`config.mk`:
```
export PLATFORM = sky130hd
export DESIGN_NAME = register_file_scoreboard_flat
export DESIGN_NICKNAME = d
export VERILOG_FILES = /design/src/rtl/register_file_scoreboard_pkg.sv /design/src/rtl/register_file_scoreboard_if.sv /design/src/rtl/register_file_scoreboard_load_scoreboard.sv /design/src/rtl/register_file_scoreboard.sv /design/src/flat_wrapper.sv
export SDC_FILE = /design/constraint.sdc
export NUM_CORES = 2
export LEC_CHECK = 0
export CAP_MARGIN = 5
export CORE_ASPECT_RATIO = 2
export CORE_MARGIN = 10
export CORE_UTILIZATION = 60
export CTS_CLUSTER_DIAMETER = 120
export CTS_CLUSTER_SIZE = 16
export DETAILED_ROUTE_END_ITERATION = 6
export PLACE_DENSITY_LB_ADDON = 0.2
export RECOVER_POWER = 100
export SYNTH_ARGS = -nofsm -noshare
export SYNTH_HDL_FRONTEND = slang
export SYNTH_SLANG_ARGS = --single-unit
```
`constraint.sdc`:
```
create_clock -name CLK -period 3.65 [get_ports CLK]
set_input_delay 0.73 -clock CLK [delete_from_list [all_inputs] [get_ports CLK]]
set_output_delay 0.73 -clock CLK [all_outputs]
set_load 0.02 [all_outputs]
```
`src/rtl/register_file_scoreboard_pkg.sv`:
```
// Shared widths and constants for the integer register file,
// write-back and decode stages.
package register_file_scoreboard_pkg;

    localparam int DATA_W = 32;
    localparam int ADDR_W = 5;
    localparam int REGISTER_COUNT = 32;
    localparam logic [4:0] ZERO_REGISTER = 5'd0;

endpackage

```
`src/rtl/register_file_scoreboard_if.sv`:
```
// Write-back commit bundle: rd index, data and commit strobe.
interface register_file_scoreboard_if
    import register_file_scoreboard_pkg::*;
#(
    parameter int DATA_WIDTH = DATA_W,
    parameter int ADDR_WIDTH = ADDR_W
) ();

    logic [ADDR_WIDTH-1:0] RD_ADDRESS_IN;
    logic [DATA_WIDTH-1:0] RD_DATA_IN;
    logic                  RD_WRITE_ENABLE_IN;

    modport master (
        output RD_ADDRESS_IN,
        output RD_DATA_IN,
        output RD_WRITE_ENABLE_IN
    );

    modport slave (
        input RD_ADDRESS_IN,
        input RD_DATA_IN,
        input RD_WRITE_ENABLE_IN
    );

endinterface

```
`src/rtl/register_file_scoreboard_load_scoreboard.sv`:
```
// Busy bits for destinations of outstanding loads and the decode stall.
// REGISTER_FILE_DEBUG_PORT_EN adds a combinational busy-bit peek.
module load_scoreboard
    import register_file_scoreboard_pkg::*;
#(
    parameter int ADDR_WIDTH = ADDR_W
) (
    input  logic                  CLK,
    input  logic                  RST_N,
    input  logic [ADDR_WIDTH-1:0] rs1_addr_i,
    input  logic [ADDR_WIDTH-1:0] rs2_addr_i,
    input  logic                  rs1_en_i,
    input  logic                  rs2_en_i,
    input  logic                  rs1_hit_i,
    input  logic                  rs2_hit_i,
    input  logic                  wb_en_i,
    input  logic [ADDR_WIDTH-1:0] wb_addr_i,
    input  logic                  issue_i,
    input  logic [ADDR_WIDTH-1:0] issue_addr_i,
    input  logic                  kill_i,
    input  logic [ADDR_WIDTH-1:0] kill_addr_i,
`ifdef REGISTER_FILE_DEBUG_PORT_EN
    input  logic [ADDR_WIDTH-1:0] dbg_addr_i,
    output logic                  dbg_busy_o,
`endif
    output logic                  stall_o
);

    localparam int NREG = 2**ADDR_WIDTH;

    logic [NREG-1:0] busy_q;
    logic [NREG-1:0] busy_d;

    // Clears first, then set: a younger issuing load wins.
    always_comb begin
        busy_d = busy_q;
        if (wb_en_i) busy_d[wb_addr_i] = 1'b0;
        if (kill_i)  busy_d[kill_addr_i] = 1'b0;
        if (issue_i) busy_d[issue_addr_i] = 1'b1;
        busy_d[0] = 1'b0;
    end

    always_ff @(posedge CLK or negedge RST_N) begin
        if (!RST_N) busy_q <= '0;
        else        busy_q <= busy_d;
    end

    assign stall_o =
        (rs1_en_i && busy_q[rs1_addr_i] && !rs1_hit_i) ||
        (rs2_en_i && busy_q[rs2_addr_i] && !rs2_hit_i);

`ifdef REGISTER_FILE_DEBUG_PORT_EN
    assign dbg_busy_o = busy_q[dbg_addr_i];
`endif

endmodule

```
`src/rtl/register_file_scoreboard.sv`:
```
// x0..x31 register file with write-to-read bypass and load scoreboard.
// REGISTER_FILE_DEBUG_PORT_EN adds an unbypassed debug read port.
module register_file_scoreboard
    import register_file_scoreboard_pkg::*;
#(
    parameter int   DATA_WIDTH = DATA_W,
    parameter int   ADDR_WIDTH = ADDR_W,
    parameter logic HIGH       = 1'b1
) (
    input  logic                  CLK,
    input  logic                  RST_N,
    input  logic [ADDR_WIDTH-1:0] RS1_ADDRESS,
    input  logic [ADDR_WIDTH-1:0] RS2_ADDRESS,
    input  logic                  RS1_READ_ENABLE,
    input  logic                  RS2_READ_ENABLE,
    output logic [DATA_WIDTH-1:0] RS1_DATA,
    output logic [DATA_WIDTH-1:0] RS2_DATA,
    register_file_scoreboard_if.slave WB,
    input  logic                  LOAD_ISSUE,
    input  logic [ADDR_WIDTH-1:0] LOAD_RD_ADDRESS,
    input  logic                  LOAD_KILL,
    input  logic [ADDR_WIDTH-1:0] LOAD_KILL_ADDRESS,
`ifdef REGISTER_FILE_DEBUG_PORT_EN
    input  logic [ADDR_WIDTH-1:0] DEBUG_ADDRESS,
    output logic [DATA_WIDTH-1:0] DEBUG_DATA,
    output logic                  DEBUG_BUSY,
`endif
    output logic                  STALL_OUT
);

    localparam int NREG = 2**ADDR_WIDTH;
    localparam logic [ADDR_WIDTH-1:0] X0 =
        ADDR_WIDTH'(ZERO_REGISTER);

    logic [DATA_WIDTH-1:0] regs_q [NREG];
    logic wr_en;
    logic hit1;
    logic hit2;

    assign wr_en = (WB.RD_WRITE_ENABLE_IN == HIGH) &&
                   (WB.RD_ADDRESS_IN != X0);
    assign hit1  = wr_en && (WB.RD_ADDRESS_IN == RS1_ADDRESS);
    assign hit2  = wr_en && (WB.RD_ADDRESS_IN == RS2_ADDRESS);

    always_ff @(posedge CLK or negedge RST_N) begin
        if (!RST_N) begin
            for (int i = 0; i < NREG; i++) regs_q[i] <= '0;
        end else if (wr_en) begin
            regs_q[WB.RD_ADDRESS_IN] <= WB.RD_DATA_IN;
        end
    end

    always_comb begin
        RS1_DATA = regs_q[RS1_ADDRESS];
        if (RS1_ADDRESS == X0) RS1_DATA = '0;
        if (hit1)              RS1_DATA = WB.RD_DATA_IN;
        RS2_DATA = regs_q[RS2_ADDRESS];
        if (RS2_ADDRESS == X0) RS2_DATA = '0;
        if (hit2)              RS2_DATA = WB.RD_DATA_IN;
    end

`ifdef REGISTER_FILE_DEBUG_PORT_EN
    assign DEBUG_DATA = (DEBUG_ADDRESS == X0) ?
                        '0 : regs_q[DEBUG_ADDRESS];
`endif

    load_scoreboard #(
        .ADDR_WIDTH (ADDR_WIDTH)
    ) u_sb (
        .CLK          (CLK),
        .RST_N        (RST_N),
        .rs1_addr_i   (RS1_ADDRESS),
        .rs2_addr_i   (RS2_ADDRESS),
        .rs1_en_i     (RS1_READ_ENABLE),
        .rs2_en_i     (RS2_READ_ENABLE),
        .rs1_hit_i    (hit1),
        .rs2_hit_i    (hit2),
        .wb_en_i      (wr_en),
        .wb_addr_i    (WB.RD_ADDRESS_IN),
        .issue_i      (LOAD_ISSUE),
        .issue_addr_i (LOAD_RD_ADDRESS),
        .kill_i       (LOAD_KILL),
        .kill_addr_i  (LOAD_KILL_ADDRESS),
`ifdef REGISTER_FILE_DEBUG_PORT_EN
        .dbg_addr_i   (DEBUG_ADDRESS),
        .dbg_busy_o   (DEBUG_BUSY),
`endif
        .stall_o      (STALL_OUT)
    );

endmodule

```
`src/flat_wrapper.sv`:
```
// flat-port wrapper written by rule: the top's interface ports become plain ports
module register_file_scoreboard_flat import register_file_scoreboard_pkg::*;
#(
    parameter int   DATA_WIDTH = DATA_W,
    parameter int   ADDR_WIDTH = ADDR_W,
    parameter logic HIGH       = 1'b1
)
  (CLK, RST_N, RS1_ADDRESS, RS2_ADDRESS, RS1_READ_ENABLE, RS2_READ_ENABLE, RS1_DATA, RS2_DATA, LOAD_ISSUE, LOAD_RD_ADDRESS, LOAD_KILL, LOAD_KILL_ADDRESS, STALL_OUT, WB_RD_ADDRESS_IN, WB_RD_DATA_IN, WB_RD_WRITE_ENABLE_IN);
  register_file_scoreboard_if #(.DATA_WIDTH(DATA_WIDTH), .ADDR_WIDTH(ADDR_WIDTH)) WB_i ();
  input  logic CLK;
  input  logic RST_N;
  input  logic [ADDR_WIDTH-1:0] RS1_ADDRESS;
  input  logic [ADDR_WIDTH-1:0] RS2_ADDRESS;
  input  logic RS1_READ_ENABLE;
  input  logic RS2_READ_ENABLE;
  output logic [DATA_WIDTH-1:0] RS1_DATA;
  output logic [DATA_WIDTH-1:0] RS2_DATA;
  input  logic LOAD_ISSUE;
  input  logic [ADDR_WIDTH-1:0] LOAD_RD_ADDRESS;
  input  logic LOAD_KILL;
  input  logic [ADDR_WIDTH-1:0] LOAD_KILL_ADDRESS;
  output logic STALL_OUT;
  input wire logic [$bits(WB_i.RD_ADDRESS_IN)-1:0] WB_RD_ADDRESS_IN;
  input wire logic [$bits(WB_i.RD_DATA_IN)-1:0] WB_RD_DATA_IN;
  input wire logic [$bits(WB_i.RD_WRITE_ENABLE_IN)-1:0] WB_RD_WRITE_ENABLE_IN;
  assign WB_i.RD_ADDRESS_IN = WB_RD_ADDRESS_IN;
  assign WB_i.RD_DATA_IN = WB_RD_DATA_IN;
  assign WB_i.RD_WRITE_ENABLE_IN = WB_RD_WRITE_ENABLE_IN;
  register_file_scoreboard #(.DATA_WIDTH(DATA_WIDTH), .ADDR_WIDTH(ADDR_WIDTH), .HIGH(HIGH)) u_core (.CLK(CLK), .RST_N(RST_N), .RS1_ADDRESS(RS1_ADDRESS), .RS2_ADDRESS(RS2_ADDRESS), .RS1_READ_ENABLE(RS1_READ_ENABLE), .RS2_READ_ENABLE(RS2_READ_ENABLE), .RS1_DATA(RS1_DATA), .RS2_DATA(RS2_DATA), .WB(WB_i), .LOAD_ISSUE(LOAD_ISSUE), .LOAD_RD_ADDRESS(LOAD_RD_ADDRESS), .LOAD_KILL(LOAD_KILL), .LOAD_KILL_ADDRESS(LOAD_KILL_ADDRESS), .STALL_OUT(STALL_OUT));
endmodule
```
== Word level (Yosys, flattened, before mapping) ==
Cells that the tools add are included.

* Register bits: 1055
* Latch bits: 0
* RAM bits: 0
* ROM bits: 0
* Input port bits: 64
* Output and inout port bits: 65
* Logic and storage cells: 98
* Memories: 0

* $add $sub $neg: 0
* Multipliers: 0
* Divide/modulo/power cells: 0
* Order comparisons: 12
* Equality and inequality tests: 2
* Shift operators: 0
* Multiplexer cells: 26
* Bitwise gates (word level): 8
* Reductions and logical operators: 17

{| class="wikitable"
|+ Operators by type and width
! operator !! count
|-
| 1024-bit bitwise mux || 1
|-
| 32-bit 2-to-1 mux || 12
|-
| 32-bit binary-select mux with 5-bit select || 2
|-
| 32-bit demux with 5-bit select || 1
|-
| 32-bit bitwise AND || 2
|-
| 32-bit NOT || 2
|-
| 32-bit bitwise OR || 1
|-
| 5-bit by 6-bit less-than comparator with 1-bit output (second input constant) || 5
|-
| 6-bit >= comparator (second input constant) || 3
|-
| 5-bit NOT with 6-bit output || 3
|-
| 1-bit demux with 5-bit select || 3
|-
| 5-bit by 1-bit >= comparator with 1-bit output (second input constant) || 3
|-
| 1-bit logical AND || 11
|-
| 1-bit binary-select mux with 5-bit select || 2
|-
| 5-bit == test || 2
|-
| 5-bit zero test || 2
|-
| 6-bit by 1-bit less-than comparator with 1-bit output (second input constant) || 1
|-
| 1-bit 2-to-1 mux || 5
|-
| 5-bit nonzero test || 1
|-
| 1-bit zero test || 2
|-
| 1-bit logical OR || 1
|}

== Longest topological paths before layout ==
* Word-level depth: 11
* Depth in mapped cells: 10
* Mapped depth without buffers: 5

== Cells and area by module ==
Synthesis repeated with hierarchy kept, for this count alone.

* Cells, all modules: 3945
* Area, all modules: 56972.1 um2

{| class="wikitable"
|+ By module, submodules not included
! module !! times used !! cells an instance !! area an instance (um2) !! sequential area each (um2)
|-
| register_file_scoreboard || 1 || 3709 || 54720.0 || 25624.6
|-
| load_scoreboard || 1 || 236 || 2252.2 || 775.7
|}

== Least setup slack after synthesis ==
OpenSTA, ideal clock, no wires.

* Path kind: input port to output port
* Start: in RS1_ADDRESS[1]
* End: out RS1_DATA[12]
* Data arrival time: 2534 ps
* Setup slack: 386 ps
* Cell stages on the path: 8
* Buffers on the path: 4
* Cell sequence: buf_2 buf_2 buf_2 buf_1 mux4_2 a21oi_1 o21ai_1 a221o_1

* Cells in the longest elaborated chain, start to end: 6
* Elaborated cells on any way between the ends: 9

{| class="wikitable"
|+ RTL lines
! item !! RTL line !! source
|-
| start: declaration || flat_wrapper.sv:12 || <nowiki>input logic [ADDR_WIDTH-1:0] RS1_ADDRESS;</nowiki>
|-
| 5-bit NOT with 6-bit output (not written as such) || register_file_scoreboard.sv:54 || <nowiki>RS1_DATA = regs_q[RS1_ADDRESS];</nowiki>
|-
| 32-bit binary-select mux with 5-bit select || register_file_scoreboard.sv:54 ||
|-
| 32-bit 2-to-1 mux (not written as such) (2 in series) || register_file_scoreboard.sv:54 ||
|-
| 32-bit 2-to-1 mux || register_file_scoreboard.sv:55 || <nowiki>if (RS1_ADDRESS == X0) RS1_DATA = '0;</nowiki>
|-
| 32-bit 2-to-1 mux * || register_file_scoreboard.sv:56 || <nowiki>if (hit1) RS1_DATA = WB.RD_DATA_IN;</nowiki>
|-
| end: declaration || flat_wrapper.sv:16 || <nowiki>output logic [DATA_WIDTH-1:0] RS1_DATA;</nowiki>
|}

Every way passes the cells marked *; elsewhere a longest branch is shown, timed or not. The select of a mux whose other input is x is not followed.

== Final worst setup path ==
* Start: in RS2_ADDRESS[2]
* End: out RS2_DATA[15]

* Cells in the longest elaborated chain, start to end: 6
* Elaborated cells on any way between the ends: 9

{| class="wikitable"
|+ RTL lines
! item !! RTL line !! source
|-
| start: declaration || flat_wrapper.sv:13 || <nowiki>input logic [ADDR_WIDTH-1:0] RS2_ADDRESS;</nowiki>
|-
| 5-bit NOT with 6-bit output (not written as such) || register_file_scoreboard.sv:57 || <nowiki>RS2_DATA = regs_q[RS2_ADDRESS];</nowiki>
|-
| 32-bit binary-select mux with 5-bit select || register_file_scoreboard.sv:57 ||
|-
| 32-bit 2-to-1 mux (not written as such) (2 in series) || register_file_scoreboard.sv:57 ||
|-
| 32-bit 2-to-1 mux || register_file_scoreboard.sv:58 || <nowiki>if (RS2_ADDRESS == X0) RS2_DATA = '0;</nowiki>
|-
| 32-bit 2-to-1 mux * || register_file_scoreboard.sv:59 || <nowiki>if (hit2) RS2_DATA = WB.RD_DATA_IN;</nowiki>
|-
| end: declaration || flat_wrapper.sv:17 || <nowiki>output logic [DATA_WIDTH-1:0] RS2_DATA;</nowiki>
|}

Marked as above.

==> qor.txt <==
outcome -> complete, but fails checks
failing checks -> DRC, capacitance limit, slew limit, setup timing
fin area -> 0.06505 sq mm
hold depth -> 0
mux contribution to synthesized area -> 0.4163
initial antenna violation count -> 10
Total GRT Usage -> 0.3744
critical path type -> primary input to primary output
min Tclk post-route -> 3.668 ns
# rows -> 159
final setup fails -> 2
Req. time, crit path -> 2.92 ns
Yosys warning total -> 0
layout cells sized above 1 -> 0.5227
most frequent cells in the layout -> dfrtp_1 (1055), mux2_2 (980), mux4_2 (463)
Die Span Y -> 454.2 um
commonest non-fill, non-tap cell in the layout -> dfrtp_1
total grt overflow -> 0
Post-Synth Adder-Cell Area -> 0
DR DRC count -> 1
final worst setup slack -> -0.01796 ns
Root Driver -> clkbuf_16
Yosys cell types -> 55
VDD IR max -> 0.4968 mV
reg-to-reg endpoint -> u_core.regs_q[819]
Fillers -> 6403
Relative slew margins -> -0.5787
DR iter-0 viols -> 4573
XOR/XNOR share of the synthesized area -> 0.001548
vias per inst -> 7.522
die area -> 0.1077 sq mm
fin cells -> 5404
final core utilization -> 0.6943
clk_skew -> 0 ns
WP data arrival -> 2.94 ns
Layout Nets -> 4252
crit path capture type -> primary output
area grow syn2layout -> 15.00%
Synth async-reset ratio -> 1.000
Compound-Gate Fraction of Synth Area -> 0.05687
vias -> 40.65k
CTS Buf Count -> 75
H-tree levels -> 3
clock sinks -> 1055
maximum clock rate -> 272.6 MHz
max cap viols -> 12
average size of a mapped cell -> 14.57 sq um
Worst Path Max Fanout -> 8
global-route wire length before repair -> 295300 um
mapped cell area -> 0.05657 sq mm
Worst Hold Class -> flip-flop to flip-flop
CORE AREA -> 0.09370 sq mm
Hold Crit Start -> u_core.regs_q[1010]
Initial Utilization -> 0.6037
Simple-Gate Fraction of Synth Area -> 0.02378
clock tree from TritonCTS -> done
die width -> 237.1 um
hpwl dp -> 135200 um
Port Buf Inserts -> 128
Worst Tran Pin Value -> 2.368 ns
Pins Over Slew Limit -> 285
startpoint types -> primary input
Wirelength per Cell -> 37.90 um
DRT Pass-1 Iters -> 7
sequential area share after synthesis -> 0.4667
Fin. Hold Viols -> 0
Placed Instances -> 5264
Hold EP -> u_core.regs_q[1010]
vias in the first global route -> 43.51k
clock latency on the worst-skew pair -> 0.69 ns
Post-CTS Hold Fix Bufs -> 0
Mapped Cells -> 3881
crit share post-route -> 1.005
power density over the cells -> 492.3 mW/mm^2
FF-to-FF Start -> u_core.regs_q[819]
Leak -> 0.02842 uW
Routed Antenna Nets -> 0
gpl congestion -> 0.9447
Post-Route WL -> 204800 um
clock buffer depth -> 3
unrepaired setup endpoints after global routing -> true
largest net degree at the start of global routing -> 135
clk slew on worst S/H paths -> 0.07 ns
largest family of logic cells by synthesized area -> multiplexers
cells on worst reg2reg path -> 1
IO Pins -> 129
Seq cells post-synth -> 1055
Mapped Nets -> 3945
Worst R2R Setup Slack -> 2.78 ns
top_reg_cell synth -> dfrtp_1
EDFF count, synth -> 0
Placement Cell Area -> 0.06294 sq mm
-- layer usage --
metal	wire [um]	track usage	vias up	part of all wire
li1	-	-	15632	-
met1	67740	0.4224	21402	0.33
met2	100300	0.6137	2652	0.49
met3	17980	0.08055	955	0.088
met4	18720	0.2912	8	0.091
met5	52	0	-	0.00025
-- sequential cells by signal (all words and copies together), names as in the netlist --
name                count
u_core.u_sb.busy_q     31
u_core.regs_q        1024
-- stage by stage --
stage | power (uW) | hold WS, ns | setup TNS [ns] | setup slack [ns]
CTS | 31870 | 0.01693 | -0.1279 | -0.06852
finish | 32020 | 0.4013 | -0.02570 | -0.01796
detailed placement | 23960 | 0.3836 | -18.84 | -0.5391
global placement | 23300 | 0.3766 | -18.58 | -0.5308
floorplan | 20570 | 0.4344 | 0 | 0.3858
global route | 33110 | 0.4048 | -0.02511 | -0.01609
-- logic make-up (layout without fill, tap and decap cells) --
kind of cell | Yosys count | in the layout
multiplexers | 1649 | 1649
flip-flops | 1055 | 1055
buffers and inverters | 455 | 766
AO/OA/AOI/OAI | 449 | 449
AND/OR/NAND/NOR | 263 | 263
XOR/XNOR | 10 | 10
other | 0 | 5
-- worst max-delay path: stages --
cell           delay, ns
clkbuf_2            0.22
or3_2               0.57
or3_1               0.37
o31ai_4             0.11
buf_6               0.15
buf_6               0.16
a31oi_1             0.06
a22o_1              0.22
dlygate4sd2_1       0.33
-- worst max path at each step --
stage / start / to
2_1_floorplan: RS1_ADDRESS[1] / RS1_DATA[12]
3_3_place_gp: RS2_ADDRESS[2] / RS2_DATA[24]
3_5_place_dp: RS2_ADDRESS[2] / RS2_DATA[24]
4_1_cts: RS1_ADDRESS[0] / RS1_DATA[12]
5_1_grt: RS1_ADDRESS[0] / RS1_DATA[1]
6_report: RS2_ADDRESS[2] / RS2_DATA[15]
-- cells in the mapped netlist, types with 32 or more instances --
cell type	instances	share of area
buf_1	43	0.0029
or3_1	35	0.0039
a221o_1	32	0.0057
a21oi_1	38	0.0034
a31oi_1	34	0.0038
clkbuf_1	273	0.018
nand2_1	38	0.0025
buf_2	116	0.010
dfrtp_1	1055	0.47
nor3_1	70	0.0062
a221oi_1	33	0.0051
a22o_1	37	0.0057
mux2i_1	189	0.033
mux2_2	985	0.20
nor2_1	59	0.0039
o21ai_1	32	0.0028
o22ai_1	107	0.012
mux4_2	463	0.18
-- power by group --
part / switching (uW) / internal, uW
sequential: 1790 / 13900
combinational: 3570 / 4760
clock: 4160 / 3830
total: 9520 / 22500
-- final cells by class --
type	instances	area, sq um	area share
clock inverter	1	8.758	0.0001346
sequential	1055	26400	0.4058
tap	1207	1510	0.02322
inverter	5	21.27	0.0003270
antenna	5	12.51	0.0001923
multi-input combinational	2371	28660	0.4405
timing repair buffer	680	6461	0.09932
clock buffer	80	1981	0.03045
-- what timing repair did --
action / 4_1_cts / 5_1_grt
endpoints found under the hold margin: 0 / 0
setup endpoints to repair: 65 / 34
gates cloned: 3 / 9
pin swaps: 10 / 10
setup buffers: 26 / 16
gates resized for setup: 196 / 72
(Power assumes the default switching activity.)
